[config.mk]
export PLATFORM = sky130hd
export DESIGN_NAME = i2c_byte_writer
export DESIGN_NICKNAME = d
export VERILOG_FILES = /design/src/rtl/i2c_byte_writer.sv
export SDC_FILE = /design/constraint.sdc
export NUM_CORES = 1
export LEC_CHECK = 0
export CAP_MARGIN = 5
export CORE_MARGIN = 3
export CORE_UTILIZATION = 56
export DETAILED_ROUTE_END_ITERATION = 8
export PLACE_DENSITY = 0.84
export SYNTH_ARGS = -nofsm -noshare
export SYNTH_HDL_FRONTEND = slang
export SYNTH_SLANG_ARGS = --single-unit
[constraint.sdc]
create_clock -name clk -period 4.7 [get_ports clk]
set_input_delay 0.47 -clock clk [delete_from_list [all_inputs] [get_ports clk]]
set_output_delay 0.47 -clock clk [all_outputs]
set_load 0.01 [all_outputs]
[src/rtl/i2c_byte_writer.sv]
// Single-byte I2C write controller: START, address+W, ACK, data, ACK, STOP
// on open-drain SCL/SDA, with SCL clock stretching during bit and ACK phases.
module i2c_byte_writer #(
   parameter int unsigned CLK_DIV = 4
) (
   input  logic       clk,
   input  logic       rst,
   input  logic       cmd_valid,
   output logic       cmd_ready,
   input  logic [6:0] cmd_addr,
   input  logic [7:0] cmd_data,
   output logic       busy,
   output logic       done,
   output logic       nack,
   input  logic       scl_in,
   input  logic       sda_in,
   output logic       scl_oe,
   output logic       sda_oe
);

   localparam int unsigned DIV_W = (CLK_DIV > 2) ? $clog2(CLK_DIV) : 1;
   localparam logic [DIV_W-1:0] DIV_LAST = DIV_W'(CLK_DIV - 1);

   typedef enum logic [2:0] {
      IDLE,
      START,
      ADDR,
      ACK1,
      DATA,
      ACK2,
      STOP
   } state_t;

   state_t           state_q, state_n;
   logic [1:0]       quarter_q, quarter_n;
   logic [DIV_W-1:0] div_q, div_n;
   logic [2:0]       bit_q, bit_n;
   logic [7:0]       shift_q, shift_n;
   logic [7:0]       data_q, data_n;
   logic             busy_n, done_n, nack_n;
   logic             scl_oe_n, sda_oe_n, ready_n;
   logic             stretch_hold;
   logic             phase_end;

   // State and all registered outputs
   always_ff @(posedge clk) begin
      if (rst) begin
         state_q   <= IDLE;
         quarter_q <= 2'd0;
         div_q     <= '0;
         bit_q     <= 3'd0;
         shift_q   <= 8'd0;
         data_q    <= 8'd0;
         busy      <= 1'b0;
         done      <= 1'b0;
         nack      <= 1'b0;
         scl_oe    <= 1'b0;
         sda_oe    <= 1'b0;
         cmd_ready <= 1'b1;
      end else begin
         state_q   <= state_n;
         quarter_q <= quarter_n;
         div_q     <= div_n;
         bit_q     <= bit_n;
         shift_q   <= shift_n;
         data_q    <= data_n;
         busy      <= busy_n;
         done      <= done_n;
         nack      <= nack_n;
         scl_oe    <= scl_oe_n;
         sda_oe    <= sda_oe_n;
         cmd_ready <= ready_n;
      end
   end

   // Next-state, timing base and line drive
   always_comb begin
      state_n      = state_q;
      quarter_n    = quarter_q;
      div_n        = div_q;
      bit_n        = bit_q;
      shift_n      = shift_q;
      data_n       = data_q;
      busy_n       = busy;
      done_n       = 1'b0;
      nack_n       = nack;
      stretch_hold = 1'b0;
      phase_end    = 1'b0;
      scl_oe_n     = 1'b0;
      sda_oe_n     = 1'b0;

      if (state_q == IDLE) begin
         if (cmd_valid) begin
            state_n   = START;
            quarter_n = 2'd0;
            div_n     = '0;
            bit_n     = 3'd0;
            shift_n   = {cmd_addr, 1'b0};
            data_n    = cmd_data;
            nack_n    = 1'b0;
            busy_n    = 1'b1;
         end
      end else begin
         // A target holding SCL low during the high half freezes the divider
         stretch_hold = (state_q inside {ADDR, ACK1, DATA, ACK2}) &&
                        quarter_q[1] && !scl_in;
         if (!stretch_hold) begin
            if (div_q == DIV_LAST) begin
               div_n     = '0;
               quarter_n = quarter_q + 2'd1;
               phase_end = (quarter_q == 2'd3);
            end else begin
               div_n = div_q + DIV_W'(1);
            end
         end

         if (phase_end) begin
            case (state_q)
               START: state_n = ADDR;
               ADDR: begin
                  shift_n = {shift_q[6:0], 1'b0};
                  bit_n   = bit_q + 3'd1;
                  if (bit_q == 3'd7) state_n = ACK1;
               end
               ACK1: begin
                  if (sda_in) begin
                     nack_n  = 1'b1;
                     state_n = STOP;
                  end else begin
                     state_n = DATA;
                     shift_n = data_q;
                     bit_n   = 3'd0;
                  end
               end
               DATA: begin
                  shift_n = {shift_q[6:0], 1'b0};
                  bit_n   = bit_q + 3'd1;
                  if (bit_q == 3'd7) state_n = ACK2;
               end
               ACK2: begin
                  if (sda_in) nack_n = 1'b1;
                  state_n = STOP;
               end
               STOP: begin
                  state_n = IDLE;
                  busy_n  = 1'b0;
                  done_n  = 1'b1;
               end
               default: state_n = IDLE;
            endcase
         end
      end

      // Line levels follow the state/quarter being entered so they switch on the same edge
      case (state_n)
         START: sda_oe_n = quarter_n[1];
         ADDR, DATA: begin
            scl_oe_n = ~quarter_n[1];
            sda_oe_n = ~shift_n[7];
         end
         ACK1, ACK2: scl_oe_n = ~quarter_n[1];
         STOP: begin
            scl_oe_n = ~quarter_n[1];
            sda_oe_n = (quarter_n != 2'd3);
         end
         default: begin
            scl_oe_n = 1'b0;
            sda_oe_n = 1'b0;
         end
      endcase

      ready_n = (state_n == IDLE);
   end

endmodule
; Word level (Yosys, flattened, before mapping)
; Cells that the tools add are included.
[totals]
out_inout_bits = 6
wordCells = 100
input_bits = 20
ff_bits = 32
[op_classes]
eq_ne = 19
bitwise_logic = 4
add_sub_neg = 3
n_mux = 39
n_reduce_logical = 22
[ops]
columns = operator, count
row1 = $mux W8, 4
row2 = $mux W3, 9
row3 = $eq A3 B3 Y1 const B, 7
row4 = $mux W2, 9
row5 = $pmux W8 S2, 1
row6 = $pmux W3 S5, 1
row7 = $mux W1, 13
row8 = $eq A3 B2 Y1 const B, 4
row9 = $reduce_and A4 Y1, 2
row10 = $reduce_bool A2 Y1, 4
row11 = $reduce_or A2 Y1, 4
row12 = $eq A3 B1 Y1 const B, 2
row13 = $logic_not A3 Y1, 2
row14 = $ne A2 B2 Y1 const B, 3
row15 = $pmux W3 S2, 1
row16 = $reduce_or A5 Y1, 1
row17 = $add A2 B1 Y2 const B, 2
row18 = $eq A2 B2 Y1 const B, 2
row19 = $not A1 Y1, 4
row20 = $reduce_and A2 Y1, 2
row21 = $reduce_bool A4 Y1, 1
row22 = $add A3 B1 Y3 const B, 1
row23 = $ne A3 B3 Y1 const B, 1
row24 = $pmux W1 S3, 1
row25 = other kinds (5), 6

; Longest topological paths before layout
[logic_depth]
ltp_word = 12
mapped_depth = 8
mapped_depth_nobuf = 7

; Worst setup path before layout
; OpenSTA, ideal clock, no wires.
[synth_timing]
kind = flip-flop to flip-flop
start = reg div_q[0]
end = reg sda_oe
period_less_slack_ps = 1857
path_slack_ps = 2843
setup_time_ps = 62
path_stages_with_launch = 8
arrival_ps = 1795
path_cell_list = dfxtp_1 ha_1 nand3_1 o41ai_1 a21o_2 nand2_1 or4_1 nand3_1
[synth_via]
elab_chain_cells = 9
elab_cells_between_ends = 19
[synth_rtl]
columns = item, line
row1 = from (decl), 36  ; logic [DIV_W-1:0] div_q, div_n;
row2 = from (signal assigned), 63  ; div_q <= div_n;
row3 = $eq A2 B2 Y1 (*), 108  ; if (div_q == DIV_LAST) begin
row4 = $mux W1, 108
row5 = $mux W1, 107  ; if (!stretch_hold) begin
row6 = $mux W1, 92  ; if (state_q == IDLE) begin
row7 = $mux W3, 117  ; if (phase_end) begin
row8 = $mux W3, 92
row9 = $eq A3 B2 Y1 / $eq A3 B3 Y1 (equally long branches), 155  ; case (state_n)
row10 = $reduce_or A2 Y1, 155
row11 = $pmux W1 S3 (*), 155
row12 = to (signal assigned), 71  ; sda_oe <= sda_oe_n;
row13 = to (decl), 18  ; output logic sda_oe
; Mark *: on every way between the ends. The rest lies on a longest branch, timed or not. The select of a mux whose other input is x is not followed.
; A chain may end at the register's enable or synchronous reset.

; Worst setup path after layout
[layout_timing]
start = reg state_q[1]
end = reg shift_q[1]
[layout_via]
elab_chain_cells = 8
elab_cells_between_ends = 19
[layout_rtl]
columns = item, line
row1 = from (decl), 34  ; state_t state_q, state_n;
row2 = from (signal assigned), 61  ; state_q <= state_n;
row3 = $eq A3 B2 Y1 (tied with other cells), "105, 118"
row4 = $reduce_bool A4 Y1, 105  ; stretch_hold = (state_q inside {ADDR, ACK1, DATA, ACK2}) &&
row5 = $logic_and A1 B1 Y1, 105
row6 = $logic_and A1 B1 Y1, 106  ; quarter_q[1] && !scl_in;
row7 = $mux W1, 107
row8 = $mux W1, 92
row9 = $reduce_bool A2 Y1 (no source line), n/a
row10 = $reduce_and A4 Y1 (no source line), n/a
row11 = to (signal assigned), 65  ; shift_q <= shift_n;
row12 = to (decl), 38  ; logic [7:0] shift_q, shift_n;
; Parallel ways exist; a longest one is shown, timed or not. The select of a mux whose other input is x is not followed.

==> implementation parameters <==
Parameter                              Value

Status
  Run status    finished clean

Critical path
  Critical path capture point type    flop
  Maximum fanout along the worst path    17
  Top cell family by delay on the critical path    compound AO/OA/AOI/OAI gates
  Maximum cell stage delay along the critical path    0.73 ns
  Critical path data arrival time    2.58 ns
  Worst setup path class    flop to flop
  Bufs and invs on worst path    0
  Slowest stage cell, crit path    a21oi_1
  Startpoint class of the critical path    flop
  Req. time, crit path    4.94 ns
  CP cell instances    nor3_1 -> and2_1 -> a21oi_1 -> nand2_1 -> a31oi_1

Timing
  Sum of negative setup slack    0 ns
  Final Hold Vio Count    0
  RSZ-0062 raised after global routing    false
  Final-report max-slew violation count    0
  Final setup violation count    0
  Tightest slew margin relative to the limit    0.239
  Upper clock frequency limit    0.428 GHz
  Setup slack of the critical path after layout    2.37 ns
  Worst-margin pin slew    1.14 ns
  Final worst path period need    2.33 ns
  Final worst path period share    0.497
  Worst setup skew after layout    0.00908 ns

Layout
  Most frequent cells in the layout    nand2_1, dfxtp_1, clkdlybuf4s50_1
  Most frequent standard cell in the layout excluding fill and tap cells    nand2_1
  Final Cell Area    1820 um^2
  Area growth from synthesis to layout    19.3%
  Proportion of layout cells with a drive suffix above 1    0.0628
  Number of nets in the layout    230
  Post-route insts no fill    237
  Antenna diode count    0

GRT
  Aggregate global-route resource usage    0.240
  Number of antenna violations at the first check in global routing    0
  Gr ovfl total    0
  Maximum number of pins on one net before global-route repair    34
  Vias in the first global route    1413
  First-pass GRT wire length    6180 um

Pwr
  Internal power contribution    0.000383 W
  Clock share of power    0.327
  Net switching power    0.000132 W
  Power per Cell Area    284 nW/um^2
  Worst VDD drop    282 uV
  Switching fraction of total power    0.256
  Register share of total power    0.563
  Power share of the combinational group    0.110
  Standby leakage power    0.668 nW

Synthesis
  Share of the synthesized area in the top cell type    0.421
  Adder-Cell Fraction of Synth Area    0.0329
  Number of instances in the synthesized netlist    186
  Seq cells post-synth    32
  Synth Area per Inst    8.18 um^2
  Synth Area in Compound Gates    0.225
  Count of flip-flops with a built-in enable after synthesis    0
  Largest family of logic cells by synthesized area    simple AND/OR/NAND/NOR gates
  Largest cells by area after synthesis    dfxtp_1, nand2_1, a21oi_1
  Post-synth top area cell    dfxtp_1
  Netlist area before placement    1520 um^2
  Async set-reset flop share out of synthesis    0
  Synth Area in Simple Gates    0.245
  Most used DFF post-synth    dfxtp_1
  Mapped Nets    210
  Count of synthesis-stage warnings from yosys    0
  Fraction of synthesized area in multiplexers    0.0140
  Fraction of the yosys area taken by sequential cells    0.421
  Distinct cell type count after synthesis    43
  XOR/XNOR share of the synthesized area    0.0173

Place
  I/O Buffers    25
  Standard cell area after detailed placement    1750 um^2
  Number of cells after detailed placement    229
  Final weighted congestion of routability-driven global placement    0.889
  Worst setup slack before clock tree synthesis    2.18 ns
  Post-detail-place hpwl    2550 um

Floorplan
  Placement row count    18
  Boundary pin count    26
  Core Area    2520 um^2
  Starting Density    0.603
  Die X    58.1 um
  Die area    3380 um^2
  Die height    58.1 um

Routing
  First-pass iteration count of the detailed router    4
  Vias    1471
  Initial DRC count    104
  Number of DRC violations after detailed routing    0
  Via count normalized by instance count    6.21
  Routed WL    3670 um
  Detail Route Antenna Nets    0
  Drt wl/cell    15.5 um

Clocking
  Maximum clock path buffer count    2
  Max H-tree Level    2
  Number of hold buffers added after CTS    0
  CTS sink count    32
  Clock transition at the registers of the reported paths    0.10 ns
  Clock insertion delay at the later pin of the skew report    0.34 ns
  Clock root cell    clkbuf_4
  TritonCTS clock tree    yes
  Cts repair resizes    0
  Post-CTS setup repair buffer count    0
  CTS buffer count    5

Worst hold path
  Hold crit path type    flop to flop

Flow run
  Max cap viols    0
## final cells by class
class,count,area (um^2)
Clock buffer,7,55.1
Clock inverter,1,7.51
Fill cell,205,707
Inverter,3,11.3
Multi-Input combinational cell,139,813
Sequential cell,32,641
Tap cell,30,37.5
Timing Repair Buffer,25,250
## state kept, by name, indices dropped and copies added (netlist names)
| name | cells |
|---|---|
| cmd_ready | 1 |
| data_q | 8 |
| done | 1 |
| sda_oe | 1 |
| quarter_q | 2 |
| state_q | 3 |
| shift_q | 8 |
| scl_oe | 1 |
| busy | 1 |
| bit_q | 3 |
| nack | 1 |
| div_q | 2 |
## routing by layer
layer,vias to the layer above,share of wire,track usage
met4,0,0.019,0.119
met3,12,0.079,0.0891
met5,-,0,0
met2,58,0.47,0.371
met1,698,0.43,0.291
li1,703,-,-
## cells in the mapped netlist (3+ instances only)
cell type / instances
buf_2: 3
inv_1: 3
a22oi_1: 8
clkbuf_1: 8
nand3b_1: 3
dfxtp_1: 32
nand2_1: 37
nor2_1: 17
ha_1: 4
o21ai_0: 3
a21oi_1: 16
nor3_1: 3
a31oi_1: 8
nand3_1: 4
## path summary, 6_finish.rpt
path	slack [ns]	cells past startpoint	endpoint	startpoint
worst max-delay path	2.37	5	shift_q[1]	state_q[1]
worst min-delay path	0.46	2	data_q[0]	data_q[0]
worst max register to register	2.37	5	shift_q[1]	state_q[1]
worst min register to register	0.46	2	data_q[0]	data_q[0]
## metrics by stage
stage	utilization	hold WS, ns	power, W
3_3_place_gp	0.695	0.444	0.000349
6_report	0.720	0.462	0.000515
3_5_place_dp	0.695	0.450	0.000352
4_1_cts	0.720	0.464	0.000515
2_1_floorplan	-	0.434	0.000325
5_1_grt	0.720	0.487	0.000534
## cell families (layout without fill, tap and decap cells)
kind of cell,after synthesis,in the layout
AND/OR/NAND/NOR,79,79
AO/OA/AOI/OAI,51,51
flip-flops,32,32
buffers and inverters,15,36
adder cells (fa/ha/maj),4,4
XOR/XNOR,3,3
multiplexers,2,2
## worst register-to-register path: cells and delay by family (launching register included)
family	cells	cell delay [ns]
DFF	1	0.61
and+or+nand+nor	3	0.72
AOI/OAI and AO/OA	2	0.91
## power by group through the flow
| stage | clock network (W) | logic (W) | registers, W |
|---|---|---|---|
| 2_1_floorplan | 0 | 0.0000318 | 0.000293 |
| 3_3_place_gp | 0 | 0.0000539 | 0.000295 |
| 3_5_place_dp | 0 | 0.0000562 | 0.000296 |
| 4_1_cts | 0.000168 | 0.0000569 | 0.000290 |
| 5_1_grt | 0.000180 | 0.0000626 | 0.000292 |
| 6_report | 0.000169 | 0.0000569 | 0.000290 |
No activity file was read; power rests on OpenSTA's default activity.
